===== src/rtl/sys_array_pkg.sv =====
// Shared types and default sizes for the systolic-array job arbiter.
// Matrix typedefs describe the default-sized operands exchanged with the fetcher.
package sys_array_pkg;

    localparam int DATA_WIDTH_DEF = 8;
    localparam int A_W_DEF        = 4;
    localparam int A_L_DEF        = 4;
    localparam int W_W_DEF        = 4;
    localparam int W_L_DEF        = 4;
    localparam int NUM_REQ_DEF    = 4;
    localparam int TIMEOUT_DEF    = 64;
    localparam int RES_WIDTH_DEF  = 2 * DATA_WIDTH_DEF;

    typedef enum logic [2:0] {
        IDLE   = 3'd0,
        LOAD_W = 3'd1,
        START  = 3'd2,
        WAIT   = 3'd3,
        RESP   = 3'd4
    } state_t;

    typedef logic signed [A_W_DEF-1:0][A_L_DEF-1:0][DATA_WIDTH_DEF-1:0] a_mat_t;
    typedef logic signed [W_W_DEF-1:0][W_L_DEF-1:0][DATA_WIDTH_DEF-1:0] w_mat_t;
    typedef logic signed [A_W_DEF-1:0][W_L_DEF-1:0][RES_WIDTH_DEF-1:0]  res_mat_t;

endpackage


===== src/rtl/rr_arbiter.sv =====
// Round-robin grant: first asserted request at or after the pointer, wrapping to 0.
// Purely combinational; the caller owns and advances the pointer.
module rr_arbiter #(
    parameter int NUM_REQ = 4
) (
    input  logic [NUM_REQ-1:0]         i_req,
    input  logic [$clog2(NUM_REQ)-1:0] i_ptr,
    output logic [NUM_REQ-1:0]         o_grant
);

    localparam int PTR_W = $clog2(NUM_REQ);

    logic [NUM_REQ-1:0] w_mask;
    logic [NUM_REQ-1:0] w_req_hi;
    logic [NUM_REQ-1:0] w_pick;

    // NOTE: default assigned before the loop so no path leaves w_mask unassigned (no latch).
    always_comb begin
        w_mask = '0;
        for (int j = 0; j < NUM_REQ; j++) begin
            w_mask[j] = (PTR_W'(j) >= i_ptr);
        end
    end

    // Requests at/after the pointer win; otherwise wrap around to the lowest index.
    assign w_req_hi = i_req & w_mask;
    assign w_pick   = (|w_req_hi) ? w_req_hi : i_req;
    assign o_grant  = w_pick & (~w_pick + NUM_REQ'(1));

endmodule


===== src/rtl/sys_array_arbiter.sv =====
// Multiplexes NUM_REQ requesters onto one systolic-array fetcher, one job in flight,
// with round-robin fairness, optional weight reuse and a fetcher-ready timeout.
module sys_array_arbiter
    import sys_array_pkg::*;
#(
    parameter int DATA_WIDTH = DATA_WIDTH_DEF,
    parameter int ARRAY_A_W  = A_W_DEF,
    parameter int ARRAY_A_L  = A_L_DEF,
    parameter int ARRAY_W_W  = W_W_DEF,
    parameter int ARRAY_W_L  = W_L_DEF,
    parameter int NUM_REQ    = NUM_REQ_DEF,
    parameter int TIMEOUT    = TIMEOUT_DEF
) (
    input  logic                                                         clk,
    input  logic                                                         reset_n,
    input  logic        [NUM_REQ-1:0]                                    req_valid,
    output logic        [NUM_REQ-1:0]                                    req_ready,
    input  logic        [NUM_REQ-1:0]                                    req_reuse_w,
    input  logic signed [NUM_REQ-1:0][ARRAY_A_W-1:0][ARRAY_A_L-1:0][DATA_WIDTH-1:0] req_a,
    input  logic signed [NUM_REQ-1:0][ARRAY_W_W-1:0][ARRAY_W_L-1:0][DATA_WIDTH-1:0] req_w,
    output logic        [NUM_REQ-1:0]                                    resp_valid,
    input  logic        [NUM_REQ-1:0]                                    resp_ready,
    output logic signed [ARRAY_A_W-1:0][ARRAY_W_L-1:0][2*DATA_WIDTH-1:0] resp_data,
    output logic                                                         resp_timeout,
    output logic                                                         f_weights_load,
    output logic                                                         f_start_comp,
    output logic signed [ARRAY_A_W-1:0][ARRAY_A_L-1:0][DATA_WIDTH-1:0]   f_input_data,
    output logic signed [ARRAY_W_W-1:0][ARRAY_W_L-1:0][DATA_WIDTH-1:0]   f_weights,
    input  logic                                                         f_ready,
    input  logic signed [ARRAY_A_W-1:0][ARRAY_W_L-1:0][2*DATA_WIDTH-1:0] f_out_data
);

    localparam int PTR_W = $clog2(NUM_REQ);
    localparam int CNT_W = $clog2(TIMEOUT + 1);

    state_t                r_state;
    state_t                w_state_next;

    logic [NUM_REQ-1:0]    w_grant;
    logic [PTR_W-1:0]      w_gnt_idx;
    logic                  w_accept;
    logic                  w_reuse_hit;
    logic                  w_timeout_hit;
    logic                  w_resp_done;

    logic [PTR_W-1:0]      r_ptr;
    logic [PTR_W-1:0]      r_gnt_idx;
    logic [NUM_REQ-1:0]    r_gnt_oh;
    logic [PTR_W-1:0]      r_owner;
    logic                  r_weights_valid;
    logic [CNT_W-1:0]      r_cnt;

    logic [NUM_REQ-1:0]    r_req_ready;
    logic [NUM_REQ-1:0]    r_resp_valid;
    logic                  r_resp_timeout;
    logic                  r_f_weights_load;
    logic                  r_f_start_comp;

    logic signed [ARRAY_A_W-1:0][ARRAY_A_L-1:0][DATA_WIDTH-1:0]   r_a;
    logic signed [ARRAY_W_W-1:0][ARRAY_W_L-1:0][DATA_WIDTH-1:0]   r_w;
    logic signed [ARRAY_A_W-1:0][ARRAY_W_L-1:0][2*DATA_WIDTH-1:0] r_result;

    rr_arbiter #(
        .NUM_REQ (NUM_REQ)
    ) u_rr_arbiter (
        .i_req   (req_valid),
        .i_ptr   (r_ptr),
        .o_grant (w_grant)
    );

    always_comb begin
        w_gnt_idx = '0;
        for (int i = 0; i < NUM_REQ; i++) begin
            if (w_grant[i]) w_gnt_idx = PTR_W'(i);
        end
    end

    // Reuse is only safe if this requester's weights are still the ones in the array.
    assign w_reuse_hit = req_reuse_w[w_gnt_idx] && (w_gnt_idx == r_owner) && r_weights_valid;

    always_comb begin
        w_state_next  = r_state;
        w_accept      = 1'b0;
        w_timeout_hit = 1'b0;
        w_resp_done   = 1'b0;
        case (r_state)
            IDLE: begin
                if (|req_valid) begin
                    w_accept     = 1'b1;
                    w_state_next = w_reuse_hit ? START : LOAD_W;
                end
            end
            LOAD_W: w_state_next = START;
            START:  w_state_next = WAIT;
            WAIT: begin
                if (f_ready) begin
                    w_state_next = RESP;
                end else if (r_cnt == CNT_W'(TIMEOUT - 1)) begin
                    w_timeout_hit = 1'b1;
                    w_state_next  = IDLE;
                end
            end
            RESP: begin
                if (|(resp_ready & r_gnt_oh)) begin
                    w_resp_done  = 1'b1;
                    w_state_next = IDLE;
                end
            end
            default: w_state_next = IDLE;
        endcase
    end

    always_ff @(posedge clk) begin
        if (!reset_n) r_state <= IDLE;
        else          r_state <= w_state_next;
    end

    // NOTE: the wide operand/result registers are reset as well, so no stale data
    // can reach the fetcher or resp_data after a reset abandons a job.
    always_ff @(posedge clk) begin
        if (!reset_n) begin
            r_ptr            <= '0;
            r_gnt_idx        <= '0;
            r_gnt_oh         <= '0;
            r_owner          <= '0;
            r_weights_valid  <= 1'b0;
            r_cnt            <= '0;
            r_req_ready      <= '0;
            r_resp_valid     <= '0;
            r_resp_timeout   <= 1'b0;
            r_f_weights_load <= 1'b0;
            r_f_start_comp   <= 1'b0;
            r_a              <= '0;
            r_w              <= '0;
            r_result         <= '0;
        end else begin
            // Control outputs are registered off the next state so each pulse aligns with its state.
            r_req_ready      <= w_accept ? w_grant : '0;
            r_f_weights_load <= (w_state_next == LOAD_W);
            r_f_start_comp   <= (w_state_next == START);
            r_resp_valid     <= (w_state_next == RESP) ? r_gnt_oh : '0;

            if (w_accept) begin
                r_gnt_idx <= w_gnt_idx;
                r_gnt_oh  <= w_grant;
                r_a       <= req_a[w_gnt_idx];
                r_w       <= req_w[w_gnt_idx];
            end

            if (r_state == LOAD_W) begin
                r_owner         <= r_gnt_idx;
                r_weights_valid <= 1'b1;
            end

            r_cnt <= (r_state == WAIT) ? r_cnt + CNT_W'(1) : '0;

            if (r_state == WAIT && f_ready) r_result <= f_out_data;

            if (w_timeout_hit) begin
                r_resp_timeout  <= 1'b1;
                r_weights_valid <= 1'b0;
            end

            if (w_resp_done) begin
                r_ptr <= (r_gnt_idx == PTR_W'(NUM_REQ - 1)) ? '0 : r_gnt_idx + PTR_W'(1);
            end
        end
    end

    assign req_ready      = r_req_ready;
    assign resp_valid     = r_resp_valid;
    assign resp_timeout   = r_resp_timeout;
    assign f_weights_load = r_f_weights_load;
    assign f_start_comp   = r_f_start_comp;
    assign f_input_data   = r_a;
    assign f_weights      = r_w;
    assign resp_data      = (|r_resp_valid) ? r_result : '0;

endmodule


===== config.mk =====
export PLATFORM = sky130hd
export DESIGN_NAME = sys_array_arbiter
export DESIGN_NICKNAME = d
export VERILOG_FILES = /design/src/rtl/sys_array_pkg.sv /design/src/rtl/rr_arbiter.sv /design/src/rtl/sys_array_arbiter.sv
export SDC_FILE = /design/constraint.sdc
export NUM_CORES = 2
export LEC_CHECK = 0
export BUFFER_PORTS_ARGS = -buffer_cell sky130_fd_sc_hd__buf_2
export CORE_AREA = 3 3 708 710
export CTS_CLUSTER_SIZE = 8
export DETAILED_ROUTE_END_ITERATION = 10
export DIE_AREA = 0 0 711 713
export GPL_ROUTABILITY_DRIVEN = 0
export HOLD_SLACK_MARGIN = 0.1
export PLACE_DENSITY_LB_ADDON = 0.12
export SLEW_MARGIN = 20
export SYNTH_ARGS = -nofsm -noshare
export SYNTH_HDL_FRONTEND = slang
export SYNTH_SLANG_ARGS = --single-unit

===== constraint.sdc =====
create_clock -name clk -period 2.27 [get_ports clk]
set_input_delay 0.454 -clock clk [delete_from_list [all_inputs] [get_ports clk]]
set_output_delay 0.454 -clock clk [all_outputs]
set_load 0.01 [all_outputs]

==> out/qor.yml <==
placed_design:
  dp_cells: 11400
  dpl-instance-area_mm2: 0.0450
  port_buffers: 1817
  dp_hpwl_um: 293000
  dp_worst_setup_slack_ns: -0.872
worst_setup_path:
  critPathCaptureType: "primary output"
  critPathMaxStageDelay_ns: 0.35
  path_max_fanout: 21
  path_cells: "nor4_4 -> buf_4 -> buf_12 -> buf_16 -> nor2b_1 -> buf_4"
  worst_path_most_repeated_cell: "buf_4"
  crit_required_ns: 1.82
  worstPathArrival_ns: 2.35
  worstSetupPathType: "reg -> out"
  cpMaxStageDelayCell: "nor4_4"
  critPathLaunchType: "flip-flop"
job:
  maxCapViolations: 0
grt:
  grt_pass1_wl_um: 432000
  antenna_found_initial: 245
  grt_overflow_total: 0
  grt_use_total: 0.129
  grt_max_degree: 97
  grt_pass1_vias: 40000
synth:
  synth_area_mm2: 0.0262
  synth_edf_count: 0
  ys_ff_latch: 544
  netlist.area_leader.share: 0.415
  synth_cell_types: 48
  ys.flop_type: "dfxtp_1"
  avgSynthCellArea_um2: 8.73
  synthesis.nets: 4299
  syn_inst: 3002
  yosysMostFrequentCell: "nand2_1"
  synth_area_leaders: "dfxtp_1 42%, nand2_1 11%, mux2i_1 10%, o221ai_1 8.6%, a21boi_0 7.4%"
  async_flop_share: 0
  synth_common_cells: "779 x nand2_1, 544 x dfxtp_1, 267 x nor2b_1"
  yosys_warnings: 0
  post-synth-top-area-cell: "dfxtp_1"
  synth_seq_area_share: 0.415
drt:
  wire_per_inst_um: 26.8
  via_per_inst: 2.94
  vias: 38200
  drt_pass1_iterations: 8
  ant_nets: 0
  wirelength_um: 348000
  drc: 0
  drt_iter0_markers: 2026
clock_tree:
  clk_pin_slew_ns: 0.06
  cts_tree: "built"
  clkSinkCount: 544
  clockRootBuffer: "clkbuf_16"
  htreeDepth: 3
  clk-insertion-delay-late_ns: 0.83
  cts_buffers: 93
  clockBufferDepth: 4
die:
  num_rows: 259
  coreArea_mm2: 0.496
  die_y_um: 713
  dieArea_mm2: 0.507
  die_x_um: 711
  initial_core_util: 0.0528
  pin_count: 1818
sta:
  relSlewSlack: 0.567
  period_share: 1.24
  hold_viol_final: 0
  maxSlewViolCount: 0
  fin_crit_ns: 2.81
  setup_violations: 291
  rsz0062_at_grt: "yes"
  tightest_slew_ns: 0.633
  skew_ns: 0.0994
  max_clock_freq_mhz: 356
  worst_slack_ns: -0.537
finish:
  design_area_mm2: 0.0643
  n_fill_cell: 57400
  final_layout_size_suffix_gt1_frac: 0.401
  area_growth_syn_to_layout_pct: 145
  nNetsFinal: 7484
  layout.cells.non_filler: 13000
hold_path:
  worstHoldPathType: "in -> reg"
pwr:
  power_leakage_nw: 25.1
  power_density_mw_per_mm2: 705
  irDropWorstVdd_mv: 0.500
run_status:
  status: "finished with violations"
  violations: "negative setup slack"
## routing by layer
| metal | vias up | routed length (um) | global-route usage |
|---|---|---|---|
| met1 | 18600 | 135000 | 0.144 |
| li1 | 17300 | - | - |
| met4 | 80 | 10800 | 0.0320 |
| met5 | - | 526 | 0 |
| met2 | 1748 | 172000 | 0.230 |
| met3 | 483 | 29500 | 0.0481 |
## sequential cells by signal (all words and copies together), names as in the netlist
register	cells
f_input_data	128
f_start_comp	1
f_weights	128
f_weights_load	1
r_cnt	7
r_gnt_idx	2
r_gnt_oh	4
r_owner	2
r_ptr	2
r_result	256
r_state	3
r_weights_valid	1
req_ready	4
resp_timeout	1
resp_valid	4
## where the power goes
part	switching [mW]	total [mW]	internal, mW	leakage, nW
combinational	10.8	17.7	6.92	19.3
clock	6.02	14.5	8.47	1.40
sequential	1.51	13.1	11.6	4.44
total	18.3	45.3	27.0	25.1
## area by class of cell
type	count	area (um^2)	share of cell area
inverters	3	13.8	0.000214
flip-flops and latches	544	10900	0.170
clock buffers	133	2660	0.0414
multi-input cells	2164	15500	0.241
repair buffers	3381	26400	0.411
clock inverters	14	205	0.00319
diodes	80	200	0.00312
well taps	6655	8330	0.130
## cells in the final DEF, fill, tap and decap left out, types with 5 or more instances in the layout
| cell | n |
|---|---|
| nor2b_4 | 70 |
| clkbuf_1 | 23 |
| dfxtp_1 | 539 |
| nor2b_1 | 193 |
| buf_16 | 21 |
| buf_6 | 91 |
| clkinv_2 | 5 |
| nor2b_2 | 6 |
| o21ai_0 | 8 |
| o221ai_2 | 66 |
| nand2_1 | 777 |
| buf_4 | 203 |
| buf_8 | 9 |
| mux2i_4 | 27 |
| and2_1 | 7 |
| clkbuf_8 | 16 |
| nor2_1 | 14 |
| diode_2 | 80 |
| mux2i_2 | 41 |
| buf_2 | 1710 |
| dlygate4sd3_1 | 1242 |
| a21boi_0 | 259 |
| clkbuf_16 | 111 |
| mux2i_1 | 195 |
| o211ai_1 | 256 |
| o221ai_1 | 187 |
| buf_12 | 88 |
## critical path, delay by kind of cell (launching register included)
kind                   cells  cell delay (ns)
and+or+nand+nor            2             0.42
DFF                        1             0.33
buffers and inverters      4             0.74
## path summary, 6_finish.rpt
path / startpoint / endpoint / slack, ns / cells past startpoint
max reg2reg: r_ptr[1] / f_input_data[37] / -0.07 / 9
max: resp_valid[1] / resp_data[239] / -0.54 / 6
min: req_a[501] / f_input_data[117] / 0.12 / 3
min reg2reg: r_cnt[0] / r_cnt[0] / 0.45 / 1
## repair_timing
action                                  in CTS  in global routing
hold buffers                              1227                 15
endpoints found under the setup margin     506                512
setup buffers                               18                 38
endpoints found under the hold margin      532                 11
gates resized for setup                    198                374
pin swaps                                    1                 20
gates cloned                                12                 22
## logic make-up after synthesis
kind of cell / after synthesis / synth area share
mux: 264 / 0.101
fa+ha+maj: 2 / 0.000954
compound gates: 801 / 0.242
xor+xnor: 4 / 0.00134
buf+inv: 294 / 0.0538
simple gates: 1093 / 0.186
flops: 544 / 0.415
## metrics by stage
stage               utilization  TNS (ns)  hold WS [ns]  total power, mW
global placement         0.0907   -102.70         0.429             28.6
CTS                       0.124   -203.20         0.100             46.2
finish                    0.129   -119.44         0.122             45.3
detailed placement       0.0907    -94.79         0.448             28.5
floorplan                     -         0         0.418             17.9
global route              0.129   -165.65         0.102             48.0
No activity file was read; power rests on OpenSTA's default activity.
